<file path="src/rtl/acia_rx_framer.sv">
// Asynchronous receive framer replacing the 6850 receive path: synchronises RxC/RxD/DCD,
// frames 8-bit characters at /1, /16 or /64 and holds one character behind a valid/ready handshake.
module acia_rx_framer #(
    parameter int SYNC_STAGES = 2
) (
    input  logic       clk,
    input  logic       reset,
    input  logic       RxC,
    input  logic       RxD,
    input  logic       DCD,
    input  logic [1:0] cfg_div,
    input  logic [1:0] cfg_parity,
    output logic [7:0] rx_data,
    output logic       rx_valid,
    input  logic       rx_ready,
    output logic       rx_fe,
    output logic       rx_pe,
    output logic       ovr,
    output logic       dcd_lost,
    input  logic       status_clr
);

    typedef enum logic [2:0] {
        S_IDLE      = 3'd0,
        S_START     = 3'd1,
        S_DATA      = 3'd2,
        S_PARITY    = 3'd3,
        S_STOP      = 3'd4,
        S_WAIT_HIGH = 3'd5
    } state_t;

    // ------------------------------------------------------------------
    // Input synchronisers
    // ------------------------------------------------------------------
    logic [SYNC_STAGES-1:0] rxc_sync_reg, rxd_sync_reg, dcd_sync_reg;
    logic [SYNC_STAGES-1:0] rxc_sync_next, rxd_sync_next, dcd_sync_next;
    logic                   rxc_prev_reg, dcd_prev_reg;

    genvar gi;
    generate
        for (gi = 0; gi < SYNC_STAGES; gi++) begin : g_sync
            if (gi == 0) begin : g_first
                assign rxc_sync_next[gi] = RxC;
                assign rxd_sync_next[gi] = RxD;
                assign dcd_sync_next[gi] = DCD;
            end else begin : g_rest
                assign rxc_sync_next[gi] = rxc_sync_reg[gi-1];
                assign rxd_sync_next[gi] = rxd_sync_reg[gi-1];
                assign dcd_sync_next[gi] = dcd_sync_reg[gi-1];
            end
        end
    endgenerate

    always_ff @(posedge clk) begin
        if (reset) begin
            rxc_sync_reg <= '0;
            rxd_sync_reg <= '0;
            dcd_sync_reg <= '0;
            rxc_prev_reg <= 1'b0;
            dcd_prev_reg <= 1'b0;
        end else begin
            rxc_sync_reg <= rxc_sync_next;
            rxd_sync_reg <= rxd_sync_next;
            dcd_sync_reg <= dcd_sync_next;
            rxc_prev_reg <= rxc_sync_reg[SYNC_STAGES-1];
            dcd_prev_reg <= dcd_sync_reg[SYNC_STAGES-1];
        end
    end

    logic rxc_s, rxd_s, dcd_s, tick, dcd_rise;
    assign rxc_s    = rxc_sync_reg[SYNC_STAGES-1];
    assign rxd_s    = rxd_sync_reg[SYNC_STAGES-1];
    assign dcd_s    = dcd_sync_reg[SYNC_STAGES-1];
    assign tick     = rxc_s & ~rxc_prev_reg;
    assign dcd_rise = dcd_s & ~dcd_prev_reg;

    // ------------------------------------------------------------------
    // Framing state and datapath registers
    // ------------------------------------------------------------------
    state_t      state_reg, state_next;
    logic [5:0]  cnt_reg, cnt_next;
    logic [2:0]  bit_reg, bit_next;
    logic [7:0]  shift_reg, shift_next;
    logic [1:0]  div_reg, div_next;
    logic [1:0]  par_reg, par_next;
    logic        pe_reg, pe_next;

    logic [5:0]  last_cnt;
    logic [5:0]  start_cnt;
    logic        cnt_done;
    logic        par_en;

    // last_cnt is N-1; start_cnt is the pre-increment count at which the
    // start bit is re-checked, so the idle tick plus START spans N/2 ticks.
    always_comb begin
        last_cnt  = 6'd63;
        start_cnt = 6'd30;
        case (div_reg)
            2'b00: begin
                last_cnt  = 6'd0;
                start_cnt = 6'd0;
            end
            2'b01: begin
                last_cnt  = 6'd15;
                start_cnt = 6'd6;
            end
            default: begin
                last_cnt  = 6'd63;
                start_cnt = 6'd30;
            end
        endcase
    end

    assign cnt_done = (cnt_reg == last_cnt);
    assign par_en   = par_reg[1];

    // State register
    always_ff @(posedge clk) begin
        if (reset) begin
            state_reg <= S_IDLE;
        end else begin
            state_reg <= state_next;
        end
    end

    // Next-state logic; carrier presence overrides everything else
    always_comb begin
        state_next = state_reg;
        if (dcd_s) begin
            state_next = S_IDLE;
        end else if (tick) begin
            case (state_reg)
                S_IDLE: begin
                    if (!rxd_s) begin
                        state_next = (cfg_div == 2'b00) ? S_DATA : S_START;
                    end
                end
                S_START: begin
                    if (cnt_reg == start_cnt) begin
                        state_next = rxd_s ? S_IDLE : S_DATA;
                    end
                end
                S_DATA: begin
                    if (cnt_done && bit_reg == 3'd7) begin
                        state_next = par_en ? S_PARITY : S_STOP;
                    end
                end
                S_PARITY: begin
                    if (cnt_done) begin
                        state_next = S_STOP;
                    end
                end
                S_STOP: begin
                    if (cnt_done) begin
                        state_next = rxd_s ? S_IDLE : S_WAIT_HIGH;
                    end
                end
                S_WAIT_HIGH: begin
                    if (rxd_s) begin
                        state_next = S_IDLE;
                    end
                end
                default: state_next = S_IDLE;
            endcase
        end
    end

    // State outputs: counter, shifter, parity and the holding-register load strobe
    logic load, load_fe, load_pe;

    always_comb begin
        cnt_next   = cnt_reg;
        bit_next   = bit_reg;
        shift_next = shift_reg;
        div_next   = div_reg;
        par_next   = par_reg;
        pe_next    = pe_reg;
        load       = 1'b0;
        load_fe    = 1'b0;
        load_pe    = par_en & pe_reg;
        if (dcd_s) begin
            cnt_next = 6'd0;
            bit_next = 3'd0;
        end else if (tick) begin
            case (state_reg)
                S_IDLE: begin
                    if (!rxd_s) begin
                        div_next = cfg_div;
                        par_next = cfg_parity;
                        cnt_next = 6'd0;
                        bit_next = 3'd0;
                        pe_next  = 1'b0;
                    end
                end
                S_START: begin
                    cnt_next = (cnt_reg == start_cnt) ? 6'd0 : cnt_reg + 6'd1;
                end
                S_DATA: begin
                    if (cnt_done) begin
                        shift_next = {rxd_s, shift_reg[7:1]};
                        bit_next   = bit_reg + 3'd1;
                        cnt_next   = 6'd0;
                    end else begin
                        cnt_next = cnt_reg + 6'd1;
                    end
                end
                S_PARITY: begin
                    if (cnt_done) begin
                        pe_next  = ((^shift_reg) ^ rxd_s) != par_reg[0];
                        cnt_next = 6'd0;
                    end else begin
                        cnt_next = cnt_reg + 6'd1;
                    end
                end
                S_STOP: begin
                    if (cnt_done) begin
                        load     = 1'b1;
                        load_fe  = ~rxd_s;
                        cnt_next = 6'd0;
                    end else begin
                        cnt_next = cnt_reg + 6'd1;
                    end
                end
                default: begin
                    cnt_next = 6'd0;
                end
            endcase
        end
    end

    always_ff @(posedge clk) begin
        if (reset) begin
            cnt_reg   <= 6'd0;
            bit_reg   <= 3'd0;
            shift_reg <= 8'h00;
            div_reg   <= 2'b00;
            par_reg   <= 2'b00;
            pe_reg    <= 1'b0;
        end else begin
            cnt_reg   <= cnt_next;
            bit_reg   <= bit_next;
            shift_reg <= shift_next;
            div_reg   <= div_next;
            par_reg   <= par_next;
            pe_reg    <= pe_next;
        end
    end

    // ------------------------------------------------------------------
    // Holding register and sticky status
    // ------------------------------------------------------------------
    logic consume, accept;
    assign consume = rx_valid & rx_ready;
    assign accept  = load & (~rx_valid | rx_ready);

    always_ff @(posedge clk) begin
        if (reset) begin
            rx_data  <= 8'h00;
            rx_valid <= 1'b0;
            rx_fe    <= 1'b0;
            rx_pe    <= 1'b0;
        end else if (accept) begin
            rx_data  <= shift_reg;
            rx_valid <= 1'b1;
            rx_fe    <= load_fe;
            rx_pe    <= load_pe;
        end else if (consume) begin
            rx_valid <= 1'b0;
        end
    end

    // A set in the same cycle as status_clr wins so no event is lost
    always_ff @(posedge clk) begin
        if (reset) begin
            ovr      <= 1'b0;
            dcd_lost <= 1'b0;
        end else begin
            if (load && !accept) begin
                ovr <= 1'b1;
            end else if (status_clr) begin
                ovr <= 1'b0;
            end
            if (dcd_rise) begin
                dcd_lost <= 1'b1;
            end else if (status_clr) begin
                dcd_lost <= 1'b0;
            end
        end
    end

endmodule

</file>
<file path="config.mk">
export PLATFORM = sky130hd
export DESIGN_NAME = acia_rx_framer
export DESIGN_NICKNAME = d
export VERILOG_FILES = /design/src/rtl/acia_rx_framer.sv
export SDC_FILE = /design/constraint.sdc
export NUM_CORES = 1
export LEC_CHECK = 0
export ABC_AREA = 1
export CAP_MARGIN = 40
export CORE_MARGIN = 2
export CORE_UTILIZATION = 24
export DETAILED_ROUTE_END_ITERATION = 12
export MAX_ROUTING_LAYER = met4
export PLACE_DENSITY = 0.48
export SLEW_MARGIN = 20
export SYNTH_ARGS = -nofsm -noshare
export SYNTH_HDL_FRONTEND = slang
export SYNTH_SLANG_ARGS = --single-unit
</file>
<file path="constraint.sdc">
create_clock -name clk -period 2.31 [get_ports clk]
set_clock_uncertainty 0.2 [all_clocks]
set_input_delay 0.3465 -clock clk [delete_from_list [all_inputs] [get_ports clk]]
set_output_delay 0.3465 -clock clk [all_outputs]
set_load 0.05 [all_outputs]
</file>
Yosys cells after proc, flatten, opt, wreduce, memory -nomap -nowiden:

Cells that the tools add are included.

* logic and storage cells: 105
* flip-flop bits (word level): 46

* mux-type cells: 36
* bitwise logic cells: 12
* reduce and logical (&&, ||, !) cells: 20
* eq/ne operators: 17
* add/sub/neg operators: 2

Operator list (count)
* 3-bit 2-to-1 mux: 10
* 6-bit 2-to-1 mux: 3
* 3-bit one-hot mux with 6 select lines: 1
* 6-bit one-hot mux with 3 select lines: 1
* 1-bit 2-to-1 mux: 15
* 2-bit != test (second input constant): 7
* 6-bit == test: 2
* 6-bit one-hot mux with 2 select lines: 1
* 4-bit AND reduction: 3
* 5-bit one-hot mux with 2 select lines: 1
* 2-bit nonzero test: 5
* 3-bit == test (second input constant): 3
* 8-bit parity: 1
* 7-bit AND reduction: 1
* 6-bit by 1-bit adder with 6-bit output (second input constant): 1
* 3-bit by 2-bit == test with 1-bit output (second input constant): 2
* 3-bit one-hot mux with 2 select lines: 1
* 1-bit AND: 5
* 1-bit inverter: 5
* 5-bit AND reduction: 1
* 2-bit logical NOT: 2
* 2-bit 2-to-1 mux: 2
* 3-bit by 1-bit adder with 3-bit output (second input constant): 1
* 3-bit by 1-bit == test with 1-bit output (second input constant): 1
* 11 further kinds: 12

Logic depth before layout (Yosys ltp):

* word-level depth: 11
* depth in mapped cells: 12
* gate-level depth less buffers: 12

Worst setup path after synthesis:

No wires, ideal clock.

* path type: register to register
* start point: register div_reg[1]
* end point: register shift_reg[5]
* cell stages (with the launch flop): 10
* clock period less this slack: 1658 ps
* path slack: 652 ps
* buffers on the path: 1
* arrival: 1338 ps
* setup time: 119 ps
* cell sequence: dfxtp_1 > nor2_2 > nand2_1 > nand2_2 > nand3_2 > nor2_4 > nand3_2 > buf_2 > o21ai_1 > a21oi_1

* longest elaborated chain between the ends: 4
* elaborated cells on any way between the ends: 5
* classes of those cells: eq/ne (2); mux (1); reduce/logical (2)

RTL lines
* start: declaration: RTL line 84 `logic [1:0] div_reg, div_next;`
* start signal: assignment: RTL line 243 `div_reg <= div_next;`
* 2-bit by 1-bit == test with 1-bit output or 2-bit logical NOT (tied branches): RTL line 98 `case (div_reg)`
* 6-bit one-hot mux with 2 select lines (*): RTL line 98
* 6-bit == test (*): RTL line 114 `assign cnt_done = (cnt_reg == last_cnt);`
* 4-bit AND reduction (no source line) (*)
* end signal: assignment: RTL line 242 `shift_reg <= shift_next;`
* end: declaration: RTL line 83 `logic [7:0] shift_reg, shift_next;`

Every way passes the cells marked *; elsewhere a longest branch is shown, timed or not.
A chain may end at the register's enable or synchronous reset.

Worst setup path after layout:

* start point: register rx_data[6]
* end point: output rx_data[6]

RTL lines
* start: declaration: RTL line 13 `output logic [7:0] rx_data,`
* start signal: assignment: RTL line 263 `rx_data <= shift_reg;`

No word-level cell between the ends.

==> out/results.txt <==
The run finished with clean final reports. The number of cells on the worst hold path is 2. The slowest stage of the critical path is the sky130_fd_sc_hd__clkdlybuf4s50_1 cell. Remaining max-slew budget at the tightest pin: 66.5%.

The tools report the count of unique library cells instantiated by Yosys as 30. The family with the most delay on the worst path was buffers and inverters. In this run the power spent charging and discharging nets is 0.412 mW.

Routed via count: 1922. The number of stages on the worst setup path was 1; the slew at the pin closest to its max-slew limit was 501 ps. For this block, the routed nets add up to 4960 microns of wire. The count of hold-fix buffers inserted at cts came out at 0. Averaged over all synthesized cells, the footprint is 6.99 sq um. The library cells used most frequently in the layout, excluding fill and tap cells, are sky130_fd_sc_hd__nand2_1, sky130_fd_sc_hd__nor2_1, sky130_fd_sc_hd__dfxtp_1. Once routing completed, OpenROAD measured the worst setup slack at 295 ps. The maximum resistive drop on vdd is 0.227 mV, and the largest fanout on the critical path is 2.

Once the clock tree was built, the resizer swapped 0 gates to a different size. Across the run, the number of max-cap violations was 0. The number of setup buffers added after CTS is 0.

The share of total power in the clock network is 38.0%, and the deepest level of the CTS H-tree is 2. The share of cells above drive strength 1 was 7.85%. Counting cells, the worst reg-to-reg path comes to 10.

Counting flops with an async set or reset pin after synthesis yields a share of 0%. The switching share of power is 25.6%. TritonCTS created 5 clock buffers. The combinational fraction of design power was 10.9%. The number of global-route vias before repair is 1808. By area the synthesized netlist is led by sky130_fd_sc_hd__dfxtp_1, sky130_fd_sc_hd__nand2_1, sky130_fd_sc_hd__nor2_1. In this run, placement finished with an instance count of 444.

In the final timing run, aggregate negative setup slack is 0 ps. Type of the worst setup path: reg -> out. After global routing the overflow that remains totals 0. Entering global routing, the biggest net connects 19 pins. The worst setup path is captured at an output port. Once placement finished, the instance area stood at 2560 sq um. At the end of routability-driven placement, the weighted congestion stood at 0.843. The width of the die was 99.8 microns. The logs give 205 ps for the worst hold slack across all endpoints and 329 for the post-synth net total. Delay of the slowest cell on the worst path: 810 ps.

The initial utilization of the core area, before any placement, comes to 25.0%. The run gives 1.61 mW as the total power of the final layout. At the end of the flow the core is filled with cells to 30.3%.

For this run, the number of Yosys warnings is 0. Sequential share of the synthesized area: 41.8%. The HPWL after detailed placement is 3740 microns.

The number of buffers and inverters on the critical path is 1. The worst hold path belongs to the class reg -> reg. The clock sink count was 46. Pin placement for this block handled 24 I/O pins.

Dominant synthesized flop cell: sky130_fd_sc_hd__dfxtp_1. The synthesized design contains 46 register bits. The clock passes through at most 2 buffers. In this run the vertical extent of the chip is 99.8 microns. Port buffering added 23 buffers.

In the global route stage, overall resource usage came out at 10.8%. Library cell occupying the most area in the post-synthesis netlist: sky130_fd_sc_hd__dfxtp_1. The first global-routing pass estimated 8290 microns of wire.

The portion of synthesized cell area occupied by the leading cell type was 41.8%. Clock-pin slew was measured on the worst setup and hold paths at 90 ps. The data arrival at the endpoint of the critical path came out at 1470 ps.

TritonCTS built the clock tree. The number of diodes added for antenna fixing is 0, and the placeable core region is 8810 sq um. The internal power of the cells totals 1.20 mW.

The run gives 9950 sq um as the die footprint. The logs give 0.496 GHz for the highest clock frequency the design can meet and 0 for the total count of hold-check failures in the final report. STA classifies the critical path startpoint as a flip-flop. The post-route clock period utilization was 87.2%. Walking the worst path, the cells encountered are clkdlybuf4s50_1. For this design the ratio of total power to cell area is 603 nW/um^2.

After routing the design area is 2670 sq um. For the number of iterations in the first detailed-routing pass, the log shows 4. The initialized floorplan defines 34 standard-cell rows. Compared with the post-synthesis result, the final layout area differs by 21.3%. The number of failing setup endpoints in the final timing report is 0, and the number of synthesized flops with an enable pin is 0.

The initial antenna violation count came out at 0. DRC violation total after the first TritonRoute iteration: 88. The tree is rooted in a sky130_fd_sc_hd__clkbuf_8.

The cell count after synthesis came out at 315. For this run, design rule violations remaining after detail routing come to 0. The source-to-sink clock delay at the later pin of the worst-skew pair was 300 ps. In the final routed layout, each cell accounts on average for 11.0 microns. The tools report the post-synthesis instance area as 2200 sq um. The required time at the worst-slack endpoint is 1760 ps.

Timing analysis after detailed placement gives a worst setup slack of 331 ps. Sequential cells burn 51.0% of the power. In this run the remaining antenna-violating nets after routing total 0.

After the last flow step, the layout net total stands at 357. The number of vias per cell works out to 4.25. Setup repair after global routing left no endpoint under its margin. The static power due to leakage is 1.16 nW, and the final non-filler cell total is 452. The final number of max-transition violations is 0, and the minimum period implied by the final worst setup slack is 2020 ps.
-- area by class of cell --
cell class	instances	area (sq um)
inverters	47	176
fillers	961	6140
clock buffers	6	72.6
well taps	108	135
flip-flops and latches	46	921
clock inverters	2	37.5
repair buffers	26	253
multi-input cells	217	1070
-- logic make-up after synthesis --
group           count (synthesis)  synth area share, %
xor+xnor                        9                 3.58
compound gates                 61                 14.7
simple gates                  144                 28.9
fa+ha+maj                       3                 1.71
flops                          46                 41.8
buf+inv                        52                 9.32
-- cells in the mapped netlist (all sizes together) (2+ instances only) --
| cell type | count |
|---|---|
| nor3 | 2 |
| buf | 3 |
| xor2 | 5 |
| ha | 3 |
| nand2 | 61 |
| nand3 | 15 |
| a21oi | 25 |
| o21ai | 32 |
| inv | 47 |
| nand3b | 3 |
| nor2 | 62 |
| dfxtp | 46 |
| xnor2 | 4 |
| clkbuf | 2 |
-- metal layers --
metal	GRT usage (%)	up-vias	share of wire (%)
met5	-	-	0
met4	3.37	0	1.0
met3	2.74	4	4.1
met2	15.6	37	43
met1	14.7	841	52
li1	-	1040	-
-- final timing paths --
kind / startpoint / slack [ps] / to
max reg2reg: div_reg[1] / 320 / rx_pe
min: rxd_sync_reg[0] / 210 / rxd_sync_reg[1]
min reg2reg: rxd_sync_reg[0] / 210 / rxd_sync_reg[1]
max: rx_data[6] / 290 / rx_data[6]
-- power groups by stage --
stage          clock network [mW]  registers, mW  logic (mW)
2_1_floorplan                   0          0.844       0.118
5_1_grt                     0.675          0.824       0.200
3_3_place_gp                    0          0.840       0.178
4_1_cts                     0.636          0.822       0.179
3_5_place_dp                    0          0.840       0.178
6_report                    0.613          0.822       0.176
(Power assumes the default switching activity.)
